**config.mk**
```make
export PLATFORM = sky130hd
export DESIGN_NAME = vga_sync_gen
export DESIGN_NICKNAME = d
export VERILOG_FILES = /design/src/rtl/vga_sync_gen.sv
export SDC_FILE = /design/constraint.sdc
export NUM_CORES = 1
export LEC_CHECK = 0
export ABC_AREA = 0
export CAP_MARGIN = 0
export CORE_ASPECT_RATIO = 1.1
export CORE_MARGIN = 1.5
export CORE_UTILIZATION = 55
export DETAILED_ROUTE_END_ITERATION = 10
export DONT_BUFFER_PORTS = 1
export PLACE_DENSITY = 0.75
export SYNTH_ARGS = -nofsm -noshare
export SYNTH_HDL_FRONTEND = slang
export SYNTH_SLANG_ARGS = --single-unit
```
**constraint.sdc**
```tcl
create_clock -name clk -period 7.47 [get_ports clk]
set_input_delay 1.1205 -clock clk [delete_from_list [all_inputs] [get_ports clk]]
set_output_delay 1.1205 -clock clk [all_outputs]
set_load 0.02 [all_outputs]
```
**src/rtl/vga_sync_gen.sv**
```systemverilog
// rtl/vga_sync_gen.sv - VGA timing generator: pixel divider, h/v counters, registered syncs
module vga_sync_gen #(
    parameter int CLK_DIV   = 4,
    parameter int H_DISPLAY = 640,
    parameter int H_FRONT   = 16,
    parameter int H_SYNC    = 96,
    parameter int H_BACK    = 48,
    parameter int V_DISPLAY = 480,
    parameter int V_FRONT   = 10,
    parameter int V_SYNC    = 2,
    parameter int V_BACK    = 33
) (
    input  logic       clk,
    input  logic       reset,
    output logic       hsync,
    output logic       vsync,
    output logic       video_on,
    output logic       p_tick,
    output logic [9:0] pixel_x,
    output logic [9:0] pixel_y,
    output logic       frame_tick
);

    localparam int DIV_W = (CLK_DIV > 1) ? $clog2(CLK_DIV) : 1;
    localparam logic [DIV_W-1:0] DIV_MAX = DIV_W'(CLK_DIV - 1);

    localparam logic [9:0] H_MAX      = 10'(H_DISPLAY + H_FRONT + H_SYNC + H_BACK - 1);
    localparam logic [9:0] V_MAX      = 10'(V_DISPLAY + V_FRONT + V_SYNC + V_BACK - 1);
    localparam logic [9:0] H_DISP_C   = 10'(H_DISPLAY);
    localparam logic [9:0] V_DISP_C   = 10'(V_DISPLAY);
    localparam logic [9:0] HS_FIRST   = 10'(H_DISPLAY + H_FRONT);
    localparam logic [9:0] HS_LAST    = 10'(H_DISPLAY + H_FRONT + H_SYNC - 1);
    localparam logic [9:0] VS_FIRST   = 10'(V_DISPLAY + V_FRONT);
    localparam logic [9:0] VS_LAST    = 10'(V_DISPLAY + V_FRONT + V_SYNC - 1);

    logic [DIV_W-1:0] div_q, div_d;
    logic [9:0]       h_count_q, h_count_d;
    logic [9:0]       v_count_q, v_count_d;
    logic             hsync_q, hsync_d;
    logic             vsync_q, vsync_d;
    logic             h_end, v_end;

    // Next-state counters; syncs decode the next count so they line up with the counter outputs
    always_comb begin
        p_tick    = (div_q == DIV_MAX);
        h_end     = (h_count_q == H_MAX);
        v_end     = (v_count_q == V_MAX);
        div_d     = p_tick ? '0 : div_q + 1'b1;
        h_count_d = h_count_q;
        v_count_d = v_count_q;
        if (p_tick) begin
            if (h_end) begin
                h_count_d = '0;
                v_count_d = v_end ? '0 : v_count_q + 10'd1;
            end else begin
                h_count_d = h_count_q + 10'd1;
            end
        end
        hsync_d = !((h_count_d >= HS_FIRST) && (h_count_d <= HS_LAST));
        vsync_d = !((v_count_d >= VS_FIRST) && (v_count_d <= VS_LAST));
    end

    // State registers; reset parks everything at the top-left pixel with syncs inactive
    always_ff @(posedge clk or posedge reset) begin
        if (reset) begin
            div_q     <= '0;
            h_count_q <= '0;
            v_count_q <= '0;
            hsync_q   <= 1'b1;
            vsync_q   <= 1'b1;
        end else begin
            div_q     <= div_d;
            h_count_q <= h_count_d;
            v_count_q <= v_count_d;
            hsync_q   <= hsync_d;
            vsync_q   <= vsync_d;
        end
    end

    // Output decode straight from the registers
    always_comb begin
        pixel_x    = h_count_q;
        pixel_y    = v_count_q;
        hsync      = hsync_q;
        vsync      = vsync_q;
        video_on   = (h_count_q < H_DISP_C) && (v_count_q < V_DISP_C);
        frame_tick = p_tick && h_end && v_end;
    end

endmodule

```
; After elaboration in Yosys (flattened, before gate mapping)
; Cells that the tools add are included.
[word_totals]
word_cells = 30
register_bits = 24
[op_classes]
n_lt_le_gt_ge = 6
n_addsub = 3
mux = 6
reduce_logical = 7
eq_ne = 3
[ops]
columns = op, n
row1 = 2-to-1 mux 10 bit, 5
row2 = adder 10 x 1 -> 10 bit (second input constant), 2
row3 = equality test 10 bit (second input constant), 2
row4 = greater-or-equal comparator 10 bit (second input constant), 1
row5 = greater-or-equal comparator 10 x 9 -> 1 bit (second input constant), 1
row6 = less-or-equal comparator 10 bit (second input constant), 1
row7 = less-or-equal comparator 10 x 9 -> 1 bit (second input constant), 1
row8 = less-than comparator 10 bit (second input constant), 1
row9 = less-than comparator 10 x 9 -> 1 bit (second input constant), 1
row10 = logical AND 1 bit, 5
row11 = adder 2 x 1 -> 2 bit (second input constant), 1
row12 = equality test 2 bit (second input constant), 1
row13 = logical NOT 1 bit, 2
row14 = 2-to-1 mux 2 bit, 1

; Longest topological paths before layout
[depth]
word_depth = 7
mapped_depth = 7
depth_no_buf = 6

; Least setup slack after synthesis
; OpenSTA, ideal clock, no wires.
[synth_timing]
path_kind = flip-flop to output port
from = reg h_count_q[7], in the netlist pixel_x[7]
to = out frame_tick
stages_incl_launch_ff = 4
t_arrival_ns = 1.786
path_slack_ns = 4.563
cell_sequence = dfrtp_1 -> or4b_4 -> nor4_2 -> and2_1
[synth_via]
elab_chain_cells = 3
[synth_lines]
columns = item, line_no
row1 = from (decl), 37  ; logic [9:0] h_count_q, h_count_d;
row2 = from (signal assigned), 73  ; h_count_q <= h_count_d;
row3 = equality test 10 bit, 46  ; h_end = (h_count_q == H_MAX);
row4 = logical AND 1 bit (2 in a row), 87  ; frame_tick = p_tick && h_end && v_end;
row5 = to (decl), 21  ; output logic frame_tick
; Every way passes these cells.

; Worst setup path in the final report
; Ends and elaborated chain as after synthesis.

==> impl_summary.log <==
[metrics] run status: finished, final reports clean
[metrics] length of routed met2 wiring: around 1500 um
[metrics] number of nets in the layout: about 160
[metrics] relative contribution of the clock network to total power: 0.418
[metrics] Post-synth EDFFs: 0
[metrics] part of the Yosys area used for sequential elements: 0.433
[metrics] total standard cell area after synthesis: 1390 sq um
[metrics] TritonRoute pass-1 iters: 4
[metrics] register bit total from synthesis: 24
[metrics] routed via count: approximately 1.1k
[metrics] slew margin rel.: 0.389
[metrics] part of the cycle the worst path needs: 0.469
[metrics] most common cell after layout, fill and taps aside: sky130_fd_sc_hd__dfrtp_1
[metrics] nature of the critical path startpoint: flip-flop
[metrics] row count: 18
[metrics] number of setup buffers added after CTS: 0
[metrics] terminating pin of the worst hold path: div_q[0]
[metrics] placed wire-length estimate: between 2000 and 2500 um
[metrics] detailed-routed wire length on met3: about 190 um
[metrics] initial antenna violation count: 0
[metrics] final sum of negative setup slack: 0 ns
[metrics] final antenna-violating net count: 0
[metrics] P_int: approximately 0.00018 W
[metrics] H-tree depth: 1
[metrics] placeable core region: around 2300 sq um
[metrics] final setup violation count: 0
[metrics] Final Max Slew Viols: 0
[metrics] worst r2r dst: vsync
[metrics] setup slack of the most critical reg-to-reg path: ~4.6 ns
[metrics] overall die height: around 56 um
[metrics] number of cells produced by synthesis: approximately 150
[metrics] share of final-layout standard cells stronger than drive strength 1: 0.0662
[metrics] Die Area: approximately 2800 sq um
[metrics] minimum clock period: 3.50 ns
[metrics] via count of the first global-routing pass: 1121
[metrics] crit path capture type: output port
[metrics] Avg Inst Size Synth: between 9 and 10 sq um
[metrics] beginning of the worst hold path: div_q[0]
[metrics] highest metal layer with signal wires: met4
[metrics] dominant synthesized flop cell: sky130_fd_sc_hd__dfrtp_1
[metrics] fill cell total of the finished layout: between 150 and 200
[metrics] kind of cell adding the most delay to the critical path: simple AND/OR/NAND/NOR gates
[metrics] Crit Path Category: reg2out
[metrics] total wire length: slightly below 3000 um
[metrics] worst endpoint required time: between 6 and 7 ns
[metrics] CTS tree: built
[metrics] first-iteration detailed-routing DRC count: 35
[metrics] pin count of the biggest net entering global routing: 25
[metrics] depth of the worst hold-timing path: 1
[metrics] number of nets in the synthesized netlist: between 150 and 200
[metrics] Resized cells post-CTS: 0
[metrics] count of clock tree sinks: 24
[metrics] switching share of total power: 0.190
[metrics] Worst Tran Pin Value: roughly 0.92 ns
[metrics] worst flop-to-flop path startpoint: pixel_x[7]
[metrics] total of hold buffers inserted after clock tree synthesis: 0
[metrics] Final Hold Violating Endpoints: 0
[metrics] total design power: about 0.00023 W
[metrics] combinational share of power: 0.011
[metrics] Die W: about 51 um
[metrics] worst-path cell with the longest stage delay: sky130_fd_sc_hd__or4b_4
[metrics] number of port buffers: 0
[metrics] via density per instance: approximately 6.3
[metrics] leading post-synthesis cells by cell area: sky130_fd_sc_hd__dfrtp_1 40%, sky130_fd_sc_hd__nand2_1 4.9%, sky130_fd_sc_hd__dfstp_2 3.8%
[metrics] setup repair after global routing missed its margin: no
[metrics] total global routing overflow: 0
[metrics] highest-count cells in the layout ignoring fill and taps: 22 x sky130_fd_sc_hd__dfrtp_1, 18 x sky130_fd_sc_hd__nand2_1, 9 x sky130_fd_sc_hd__o21ai_1
[metrics] largest vdd supply drop: about 0.12 mV
[metrics] Area growth, synth to finish: 4.49%
[metrics] global-route total usage across every layer: 0.225
[metrics] root buf cell: sky130_fd_sc_hd__clkbuf_4
[metrics] Post-Route Skew: ~0.0046 ns
[metrics] Hold/Removal Path Class: reg2reg
[metrics] cell depth of the worst flop-to-flop path: 5
[metrics] total CTS buffers: 3
[metrics] routed length on met1: 1260 um
[metrics] Skew-Pair Late Insertion Delay: 0.32 ns
[metrics] clock-pin slew of the registers on the worst-case setup and hold paths: between 0.1 and 0.15 ns
[metrics] leakage power of the design: 0.590 nW
[metrics] total buffers and inverters traversed by the critical path: 0
[metrics] fraction of post-synthesis cell area in the top cell type by area: 0.395
[metrics] Synth cell types: between 40 and 50
[metrics] antenna diode instance count: 0
[metrics] global-route wire length before repair: between 4000 and 5000 um
[metrics] number of maximum-capacitance violations: 0
[metrics] fraction of synthesis flops using an asynchronous set or reset pin: 1.00
[metrics] power density normalized to cell area: between 150 and 200 nW/um^2
[metrics] hold slack: 0.439 ns
[metrics] Cell Chain, Critical Path: or4b_4 -> nor4_2 -> and2_1
[metrics] drt wl/cell: approximately 16 um
[metrics] highest net fanout along the worst path: 7
[metrics] library cell with the largest summed area after synthesis: sky130_fd_sc_hd__dfrtp_1
[metrics] maximum operating frequency: about 290 MHz
[metrics] delay contributed by the slowest stage of the critical path: just over 0.6 ns
[metrics] Synthesis Warnings: 0
[metrics] routability congestion estimate from global placement: approximately 0.84
[metrics] Boundary Pins: 27
[metrics] Flop pwr share: 0.571
[metrics] switching power: about 0.000043 W
[metrics] largest buffer count on any clock path: 2
[metrics] CP Data Arrival Time: approximately 2.4 ns
[metrics] DRC errors left: 0
[metrics] Starting Density: 0.600
==> sequential cells by signal (all words and copies together), names as in the netlist <==
register and count:
pixel_x 10, pixel_y 10, div_q 2, hsync 1, vsync 1
==> through the flow <==
step / area (sq um) / util / cells / setup WS (ns)
global route: 1460 / 0.627 / 181 / 3.74
global placement: 1400 / 0.605 / 177 / 4.37
detailed placement: 1400 / 0.605 / 177 / 4.33
CTS: 1460 / 0.627 / 181 / 3.95
floorplan: 1390 / - / 154 / 4.56
finish: 1460 / 0.627 / 181 / 3.97
==> cells in the mapped netlist (2+ instances only) <==
| library cell | n |
|---|---|
| sky130_fd_sc_hd__nor3_1 | 4 |
| sky130_fd_sc_hd__clkbuf_1 | 6 |
| sky130_fd_sc_hd__mux2i_1 | 2 |
| sky130_fd_sc_hd__xor2_1 | 6 |
| sky130_fd_sc_hd__a31oi_1 | 2 |
| sky130_fd_sc_hd__o21a_1 | 2 |
| sky130_fd_sc_hd__inv_1 | 7 |
| sky130_fd_sc_hd__nand2b_1 | 3 |
| sky130_fd_sc_hd__nor4_2 | 2 |
| sky130_fd_sc_hd__o21ai_1 | 9 |
| sky130_fd_sc_hd__dfrtp_1 | 22 |
| sky130_fd_sc_hd__nand2_1 | 18 |
| sky130_fd_sc_hd__nand3_1 | 7 |
| sky130_fd_sc_hd__nand4_1 | 4 |
| sky130_fd_sc_hd__o22ai_1 | 3 |
| sky130_fd_sc_hd__xnor2_1 | 3 |
| sky130_fd_sc_hd__ha_1 | 4 |
| sky130_fd_sc_hd__nand4b_1 | 3 |
| sky130_fd_sc_hd__dfstp_2 | 2 |
| sky130_fd_sc_hd__nor4_1 | 4 |
| sky130_fd_sc_hd__a21oi_1 | 4 |
| sky130_fd_sc_hd__o21ai_0 | 5 |
| sky130_fd_sc_hd__or4_1 | 2 |
| sky130_fd_sc_hd__nor2_1 | 7 |
| sky130_fd_sc_hd__and3_1 | 5 |
==> final cells by class <==
cell class	instances	area [sq um]	share of cell area
multi-input combinational	115	732	0.503
clock inverter	1	30.0	0.0206
tap	30	37.5	0.0258
clock buffer	3	22.5	0.0155
sequential	24	603	0.414
inverter	8	30.0	0.0206
==> worst max path at each step <==
stage / to / cells past startpoint / startpoint / slack (ns)
6_report: frame_tick / 3 / pixel_x[7] / 3.97
3_5_place_dp: frame_tick / 4 / div_q[0] / 4.33
4_1_cts: frame_tick / 3 / pixel_x[7] / 3.95
5_1_grt: frame_tick / 4 / div_q[0] / 3.74
2_1_floorplan: frame_tick / 3 / pixel_x[7] / 4.56
3_3_place_gp: frame_tick / 3 / pixel_x[7] / 4.37
==> power groups by stage <==
stage / registers, W / logic, W / clock network [W]
floorplan: 0.000132 / 0.00000192 / 0
global placement: 0.000132 / 0.00000261 / 0
detailed placement: 0.000132 / 0.00000271 / 0
CTS: 0.000130 / 0.00000269 / 0.0000970
global route: 0.000130 / 0.00000316 / 0.000101
finish: 0.000130 / 0.00000249 / 0.0000951
==> logic make-up (layout without fill, tap and decap cells) <==
kind of cell | count (synthesis) | count (layout) | share of synthesized area
DFF | 24 | 24 | 0.433
adders and majority gates | 4 | 4 | 0.0359
AOI/OAI and AO/OA | 32 | 32 | 0.140
xor gates and xnor gates | 9 | 9 | 0.0566
and+or+nand+nor | 68 | 68 | 0.279
buffers and inverters | 15 | 12 | 0.0413
muxes | 2 | 2 | 0.0144
==> metal layers <==
metal,vias up,global-route usage
met5,-,0
met2,44,0.375
li1,551,-
met3,5,0.0591
met4,0,0.0849
met1,537,0.274
No activity file was read; power rests on OpenSTA's default activity.
